--- src/rtl/led_pwm_pkg.sv ---
// Shared constants and width helpers for the LED fade PWM stage.
package led_pwm_pkg;

   localparam int unsigned LED_NUM = 4;
   localparam logic        LED_ON  = 1'b0;
   localparam logic        LED_OFF = 1'b1;

   typedef logic [LED_NUM-1:0] led_vec_t;

   // Bits needed to hold a duty value in 0..period inclusive.
   function automatic int unsigned duty_w(input int unsigned period);
      return $clog2(period + 1);
   endfunction

   // Bits needed for a counter running 0..period-1.
   function automatic int unsigned cnt_w(input int unsigned period);
      return (period > 1) ? $clog2(period) : 1;
   endfunction

endpackage

--- src/rtl/led_pwm_chan.sv ---
// One LED channel: duty register, saturating ramp toward the request target,
// and the registered PWM compare driving the active-low pin.
module led_pwm_chan
   import led_pwm_pkg::*;
#(
   parameter int unsigned PWM_PERIOD = 1000,
   parameter int unsigned DUTY_INC   = 4,
   parameter int unsigned PHASE      = 0
) (
   input  logic                         clk,
   input  logic                         rst_n,
   input  logic [cnt_w(PWM_PERIOD)-1:0] i_cnt_pwm,
   input  logic                         i_ramp_tick,
   input  logic                         i_req,
   output logic                         o_led,
   output logic                         o_fading
);

   localparam int unsigned   DW   = duty_w(PWM_PERIOD);
   // One spare bit so duty + DUTY_INC and cnt + PHASE never wrap.
   localparam int unsigned   CW   = DW + 1;
   localparam logic [CW-1:0] FULL = CW'(PWM_PERIOD);
   localparam logic [CW-1:0] INC  = CW'(DUTY_INC);
   localparam logic [CW-1:0] OFS  = CW'(PHASE % PWM_PERIOD);

   logic [DW-1:0] r_duty;
   logic          r_led;
   logic          r_fading;

   logic [CW-1:0] w_duty;
   logic [CW-1:0] w_tgt;
   logic [CW-1:0] w_up;
   logic [CW-1:0] w_next;
   logic [CW-1:0] w_sum;
   logic [CW-1:0] w_pos;

   assign w_duty = CW'(r_duty);
   assign w_tgt  = (i_req == LED_ON) ? FULL : '0;
   assign w_up   = w_duty + INC;

   always_comb begin
      w_next = w_duty;
      if (w_duty < w_tgt) begin
         w_next = (w_up < w_tgt) ? w_up : w_tgt;
      end else if (w_duty > w_tgt) begin
         w_next = (w_duty > INC) ? (w_duty - INC) : '0;
      end
   end

   // Phase-shifted frame position; equals i_cnt_pwm when PHASE is 0.
   assign w_sum = CW'(i_cnt_pwm) + OFS;
   assign w_pos = (w_sum >= FULL) ? (w_sum - FULL) : w_sum;

   always_ff @(posedge clk or negedge rst_n) begin
      if (!rst_n) begin
         r_duty   <= '0;
         r_led    <= LED_OFF;
         r_fading <= 1'b0;
      end else begin
         if (i_ramp_tick) begin
            r_duty <= DW'(w_next);
         end
         r_led    <= ~(w_pos < w_duty);
         r_fading <= (w_duty != w_tgt);
      end
   end

   assign o_led    = r_led;
   assign o_fading = r_fading;

endmodule

--- src/rtl/led_fade_pwm.sv ---
// Turns hard active-low LED on/off requests into PWM soft fades.
// Define LED_PWM_STAGGER_EN to phase-spread the four channels across the frame.
module led_fade_pwm
   import led_pwm_pkg::*;
#(
   parameter int unsigned PWM_PERIOD  = 1000,
   parameter int unsigned DUTY_INC    = 4,
   parameter int unsigned STEP_FRAMES = 50
) (
   input  logic               clk,
   input  logic               rst_n,
   input  logic [LED_NUM-1:0] led_in,
   output logic [LED_NUM-1:0] led_out,
   output logic [LED_NUM-1:0] fading
);

   localparam int unsigned         CNT_W     = cnt_w(PWM_PERIOD);
   localparam int unsigned         STEP_W    = cnt_w(STEP_FRAMES);
   localparam logic [CNT_W-1:0]    PWM_LAST  = CNT_W'(PWM_PERIOD - 1);
   localparam logic [STEP_W-1:0]   STEP_LAST = STEP_W'(STEP_FRAMES - 1);

`ifdef LED_PWM_STAGGER_EN
   localparam int unsigned PHASE_STEP = PWM_PERIOD / LED_NUM;
`else
   localparam int unsigned PHASE_STEP = 0;
`endif

   logic [CNT_W-1:0]  r_cnt_pwm;
   logic [STEP_W-1:0] r_cnt_step;
   logic              w_end_pwm;
   logic              w_ramp_tick;

   assign w_end_pwm   = (r_cnt_pwm == PWM_LAST);
   assign w_ramp_tick = w_end_pwm && (r_cnt_step == STEP_LAST);

   always_ff @(posedge clk or negedge rst_n) begin
      if (!rst_n) begin
         r_cnt_pwm <= '0;
      end else if (w_end_pwm) begin
         r_cnt_pwm <= '0;
      end else begin
         r_cnt_pwm <= r_cnt_pwm + CNT_W'(1);
      end
   end

   always_ff @(posedge clk or negedge rst_n) begin
      if (!rst_n) begin
         r_cnt_step <= '0;
      end else if (w_end_pwm) begin
         if (r_cnt_step == STEP_LAST) begin
            r_cnt_step <= '0;
         end else begin
            r_cnt_step <= r_cnt_step + STEP_W'(1);
         end
      end
   end

   for (genvar g = 0; g < LED_NUM; g++) begin : g_chan
      led_pwm_chan #(
         .PWM_PERIOD (PWM_PERIOD),
         .DUTY_INC   (DUTY_INC),
         .PHASE      (g * PHASE_STEP)
      ) u_chan (
         .clk         (clk),
         .rst_n       (rst_n),
         .i_cnt_pwm   (r_cnt_pwm),
         .i_ramp_tick (w_ramp_tick),
         .i_req       (led_in[g]),
         .o_led       (led_out[g]),
         .o_fading    (fading[g])
      );
   end

endmodule

--- config.mk ---
export PLATFORM = sky130hd
export DESIGN_NAME = led_fade_pwm
export DESIGN_NICKNAME = d
export VERILOG_FILES = /design/src/rtl/led_pwm_pkg.sv /design/src/rtl/led_pwm_chan.sv /design/src/rtl/led_fade_pwm.sv
export SDC_FILE = /design/constraint.sdc
export NUM_CORES = 1
export LEC_CHECK = 0
export ABC_AREA = 1
export BUFFER_PORTS_ARGS = -buffer_cell sky130_fd_sc_hd__clkbuf_2
export CAP_MARGIN = 20
export CORE_ASPECT_RATIO = 1.5
export CORE_MARGIN = 2
export CORE_UTILIZATION = 45
export CTS_CLUSTER_DIAMETER = 40
export DETAILED_ROUTE_END_ITERATION = 10
export GPL_TIMING_DRIVEN = 0
export PLACE_DENSITY = 0.63
export SETUP_SLACK_MARGIN = 0.5
export SYNTH_ARGS = -nofsm -noshare
export SYNTH_HDL_FRONTEND = slang
export SYNTH_SLANG_ARGS = --single-unit
--- constraint.sdc ---
create_clock -name clk -period 6.6 [get_ports clk]
set_input_delay 1.65 -clock clk [delete_from_list [all_inputs] [get_ports clk]]
set_output_delay 1.65 -clock clk [all_outputs]
set_load 0.005 [all_outputs]
* Yosys cells after proc, flatten, opt, wreduce, memory -nomap -nowiden
Index checks and enable logic that the tools add are counted.
** Operators by class
- Reduce and logical (&&, ||, !) cells :: 9
- Bitwise gates (word level) :: 4
- Equal/unequal tests :: 6
- $lt $le $gt $ge :: 21
- Multiplexer cells :: 23
- Add/sub/neg operators :: 11
** Operators with widths (number)
- $mux W10 :: 21
- $lt A11 B10 Y1 :: 8
- $add A10 B3 Y11 const B :: 4
- $gt A10 B11 Y1 :: 4
- $lt A10 B11 Y1 :: 4
- $ne A10 B11 Y1 :: 4
- $gt A10 B3 Y1 const B :: 4
- $sub A10 B3 Y10 const B :: 4
- $mux W11 :: 1
- $sub A10 B10 Y11 const B :: 1
- $add A10 B1 Y10 const B :: 1
- $eq A10 B10 Y1 const B :: 1
- $ge A10 B10 Y1 const B :: 1
- $reduce_and A2 Y1 :: 4
- $reduce_bool A2 Y1 :: 4
- $add A6 B1 Y6 const B :: 1
- $eq A6 B6 Y1 const B :: 1
- $mux W6 :: 1
- $not A1 Y1 :: 4
- $logic_and A1 B1 Y1 :: 1
** Storage, ports and cells
- Output and inout bits :: 8
- Word-level logic and storage cells :: 88
- Bits of input ports :: 6
- Register bits after elaboration :: 64

* Depth between registers and ports, before layout
- Word-level depth :: 4
- Depth in mapped cells :: 17
- Gate-level depth less buffers :: 16

* By module
Synthesis repeated with hierarchy kept, for this count alone.
** Unflattened totals
- Cell total of the unflattened synthesis :: 1140
- Area, all modules :: 7334.5 sq um
** By module, submodules not included
- led_pwm_chan (g_chan[0].u_chan ...) :: area each 1664.1 sq um, sequential area each 251.5 sq um, instances 2, cells each 265
- led_pwm_chan (g_chan[3].u_chan) :: area each 1602.8 sq um, sequential area each 251.5 sq um, instances 1, cells each 262
- led_pwm_chan (g_chan[2].u_chan) :: area each 1520.2 sq um, sequential area each 251.5 sq um, instances 1, cells each 234
- led_fade_pwm :: area each 883.3 sq um, sequential area each 400.4 sq um, instances 1, cells each 114

* Worst setup path after synthesis
No wires, ideal clock.
- Path kind :: input port to flip-flop
- From :: input led_in[0]
- To :: register g_chan[0].u_chan.r_duty[5]
- Setup slack :: 3671 ps
- Setup time :: 117 ps
- Data required time :: 6483 ps
- Data arrival time :: 2813 ps
- Cell stages on the path :: 11
- Buffers on the path :: 0
- Cell sequence :: ha_1 -> nand2_1 -> nand2_1 -> nand2_1 -> nand2_1 -> nor2_1 -> nand2_1 -> nand2_1 -> nand3_1 -> nand2_1 -> nand2_1
** Between the ends
- Longest elaborated chain between the ends :: 4
- Elaborated cells on any way between the ends :: 8
- Classes of those cells :: 3 x order compare; 3 x mux; 2 x reduce/logical
** RTL lines
- start, declared :: line led_fade_pwm.sv:12 : input logic [LED_NUM-1:0] led_in,
- $mux W10 (*) :: line led_pwm_chan.sv:38 : assign w_tgt = (i_req == LED_ON) ? FULL : '0;
- $lt A11 B10 Y1, or another cell as far along :: line led_pwm_chan.sv:44 : w_next = (w_up < w_tgt) ? w_up : w_tgt;
- $mux W10 / $reduce_bool A2 Y1 (equally long branches)
- $mux W10 / $reduce_and A2 Y1 (equally long branches)
- end signal, assigned :: line led_pwm_chan.sv:61 : r_duty <= DW'(w_next);
- end, declared :: line led_pwm_chan.sv:26 : logic [DW-1:0] r_duty;
Every way passes the cells marked *; elsewhere a longest branch is shown, timed or not.
A chain may end at the register's enable or synchronous reset.

* Worst setup path in the final report
- From :: input led_in[3]
- To :: register g_chan[3].u_chan.r_duty[5]
** Between the ends
- Longest elaborated chain between the ends :: 4
- Elaborated cells on any way between the ends :: 8
- Classes of those cells :: 3 x order compare; 3 x mux; 2 x reduce/logical
** RTL lines (line)
- $mux W10 (*) :: led_pwm_chan.sv:38
- $lt A11 B10 Y1, or another cell as far along :: led_pwm_chan.sv:44
- $mux W10 / $reduce_bool A2 Y1 (equally long branches)
- $mux W10 / $reduce_and A2 Y1 (equally long branches)
- end signal, assigned :: led_pwm_chan.sv:61
- end, declared :: led_pwm_chan.sv:26
Marks and branches as above.

==> metrics.txt <==
status finished, final reports clean; Post-CTS Hold Fix Bufs 0; vias in the first global route about 5600; Setup crit end kind register; Final Cell Area 6673 um^2; Synth Area in Simple Gates roughly 37%; critical path arrival about 3.4 ns; cell count after synthesis 960; Syn Area/Cell between 6 and 7 um^2; clk sink count 56; yosys warns 0; CP max stage cell nor2_1; Crit path depth 12; Final Routed Wirelength ~15000 um; post-cts resize count 0; DRC 0; main combinational cell family by area after synthesis simple AND/OR/NAND/NOR gates; drt first-iter violations 188; Final nets approximately 1100; Cell variety after synth 40; Final period util roughly half; core area 13530 um^2; Net Count, Synth approximately 1100; worst IR drop on VDD approximately 90 uV; Setup TNS Final 0 ns; fmax approximately 310 MHz; commonest non-fill, non-tap cell in the layout nand2_1; Reg clk slew, reported paths ~0.080 ns; layout cells sized above 1 a little under 7%; R2R Path Start r_cnt_pwm[3]$_DFF_PN0_; Period minus WS final around 3.2 ns; Critical Path End g_chan[3].u_chan.r_duty[5]$_DFFE_PN0P_; CP Launch Point led_in[3]; CTS Buffer Depth 2; detailed-placement wirelength estimate around 12000 um; Synth Area in Adders between 10% and 20%; Diodes inserted 0; Worst-Skew Late Latency 0.31 ns; worst min path class register to register; Die Wd between 100 and 150 um; Slew headroom roughly 46%; total power draw between 0.0006 and 0.0007 W; Pwr per Cell Area between 100 and 150 nW/um^2; P&R area growth vs syn 6.724%; Fin. Hold Viols 0; startpoint types primary input; Crit Path Category primary input to register; Final Setup Violations 0; WP data required 6.81 ns; Root Driver clkbuf_16; CP Max Fanout 12; CTS tree done; unrepaired setup endpoints after global routing false; worst r2r path cells 12; Slew Viols, Final 0; row count 52; Setup Buffers After CTS 0; CP peak stage delay between 0.3 and 0.4 ns; initial antenna violation count 0; Fill cells approximately 1500; delay-heaviest family, CP simple AND/OR/NAND/NOR gates; CP bufs+invs 1; Synth Cell Area 6252 um^2; CTS H-Tree Depth 2; FF-to-FF End g_chan[1].u_chan.o_led$_DFF_PN1_; sequential area share after synthesis ~22%; WL/cell 13.37 um; die area about 15000 um^2; commonest cells after routing, fill and taps aside nand2_1, inv_1, nor2_1, ha_1, nand3_1; Reg2Reg Setup Slack approximately 3.7 ns; Via density between 5 and 6; IO Port Bufs 13; total number of vias ~6000; dpl cell area 6523 um^2; DRT antenna net count 0; multiplexer area fraction after synthesis 0%; initial core utilization about 46%; Final GP Congestion about 0.9; post-synthesis register bit count 56; Synth Area in Compound Gates under 10%; worst-margin pin slew slightly above 0.8 ns; cell chain of the critical path clkbuf_2 > ha_1 > nand2_1 > nand2_1 > nand2_1 > nand2_1 > nor2_1 > nand2_1 > nand2_1 > nand3_1 > nand2_1 > nand2_1; P_leak approximately 3.6 nW; pin count of the biggest net entering global routing 57; skew final between 0.007 and 0.008 ns; all-layer global routing usage a little over a fifth; total CTS buffers 5; cell repeated most along the worst path nand2_1; maxcap violations 0; Ports 14; Post-Synth XOR/XNOR Area between 3 and 4%; DIE HEIGHT 148.4 um; GR Overflow Total 0; first-pass GRT wire length 26080 um; 1st-pass router iterations 4
power by group:
| part | total (W) | switching, W | internal, W | leakage [nW] |
|---|---|---|---|---|
| clock network | 0.000282 | 0.000131 | 0.000152 | 0.0701 |
| registers | 0.000343 | 0.0000000137 | 0.000343 | 0.712 |
| logic | 0.0000432 | 0.0000305 | 0.0000127 | 2.86 |
routing by layer:
| layer | part of all wire (%) | global-route usage (%) | vias to the layer above |
|---|---|---|---|
| li1 | - | - | 3164 |
| met1 | 44 | 26.46 | 2703 |
| met2 | 51 | 39.13 | 98 |
| met3 | 2.6 | 1.880 | 23 |
| met4 | 2.3 | 7.466 | 0 |
| met5 | 0 | 0 | - |
worst min-delay path by stage:
stage,from,endpoint,slack [ns],depth (start not counted)
finish,r_cnt_pwm[0]$_DFF_PN0_,r_cnt_pwm[0]$_DFF_PN0_,0.49,1
global route,r_cnt_pwm[0]$_DFF_PN0_,r_cnt_pwm[0]$_DFF_PN0_,0.52,1
CTS,r_cnt_pwm[0]$_DFF_PN0_,r_cnt_pwm[0]$_DFF_PN0_,0.51,1
detailed placement,r_cnt_pwm[0]$_DFF_PN0_,r_cnt_pwm[0]$_DFF_PN0_,0.50,1
global placement,r_cnt_step[5]$_DFFE_PN0N_,r_cnt_step[5]$_DFFE_PN0N_,0.48,2
floorplan,r_cnt_pwm[0]$_DFF_PN0_,r_cnt_pwm[0]$_DFF_PN0_,0.45,1
stage by stage:
step	worst slack [ns]	instances	utilization [%]	hold WS (ns)
2_1_floorplan	3.671	960	-	0.4547
3_3_place_gp	3.076	1135	48.18	0.4795
3_5_place_dp	3.099	1135	48.20	0.4965
4_1_cts	3.417	1143	49.31	0.5062
5_1_grt	3.133	1143	49.31	0.5192
6_report	3.372	1143	49.31	0.4919
flip-flops by register name (all words and copies together), names as in the netlist:
name	count
g_chan.u_chan.o_fading	4
r_cnt_step	6
r_cnt_pwm	10
g_chan.u_chan.r_duty	32
g_chan.u_chan.o_led	4
final cells by class:
class	count	area [um^2]	share of cell area, %
inverters	134	503.0	7.538
clock inverters	1	7.507	0.1125
multi-input cells	754	4242	63.57
clock buffers	7	142.6	2.138
plain buffers	16	101.3	1.519
well taps	162	202.7	3.038
flip-flops and latches	56	1406	21.08
repair buffers	13	67.56	1.013
cells by family (layout without fill, tap and decap cells):
family                   count (synthesis)  after routing
buffers and inverters                  150            171
AO/OA/AOI/OAI                          100            100
AND/OR/NAND/NOR                        538            538
adder cells (fa/ha/maj)                 94             94
flip-flops                              56             56
XOR/XNOR                                22             22
Yosys cell counts:
cell | number | share of area (%)
a21o_1 | 1 | 0.12
o22ai_1 | 1 | 0.10
nor4_1 | 1 | 0.10
dfrtp_1 | 52 | 21
a221oi_1 | 1 | 0.14
a211oi_1 | 1 | 0.12
nor3b_1 | 1 | 0.12
buf_2 | 3 | 0.24
or2_1 | 2 | 0.20
inv_2 | 7 | 0.42
ha_1 | 94 | 19
dfstp_2 | 4 | 1.7
clkbuf_1 | 4 | 0.24
a21oi_2 | 4 | 0.56
o31ai_1 | 1 | 0.12
nand2_1 | 255 | 15
o21a_1 | 5 | 0.60
or2_2 | 4 | 0.40
buf_6 | 1 | 0.18
nor2_2 | 3 | 0.30
and2_1 | 2 | 0.20
inv_1 | 126 | 7.6
or2_0 | 1 | 0.10
xor2_1 | 20 | 2.8
nand3_2 | 2 | 0.32
and3_1 | 6 | 0.60
clkinv_1 | 1 | 0.060
nor3_2 | 1 | 0.16
o21ai_0 | 30 | 2.4
buf_4 | 8 | 0.96
nand3_1 | 93 | 7.4
a21oi_1 | 50 | 4.0
nor2_1 | 120 | 7.2
a31oi_1 | 2 | 0.20
nand2_2 | 9 | 0.90
xnor2_1 | 2 | 0.28
nor3_1 | 11 | 0.88
nor2_4 | 2 | 0.36
nand4_1 | 25 | 2.5
o211ai_1 | 4 | 0.48
No activity file was read; power rests on OpenSTA's default activity.
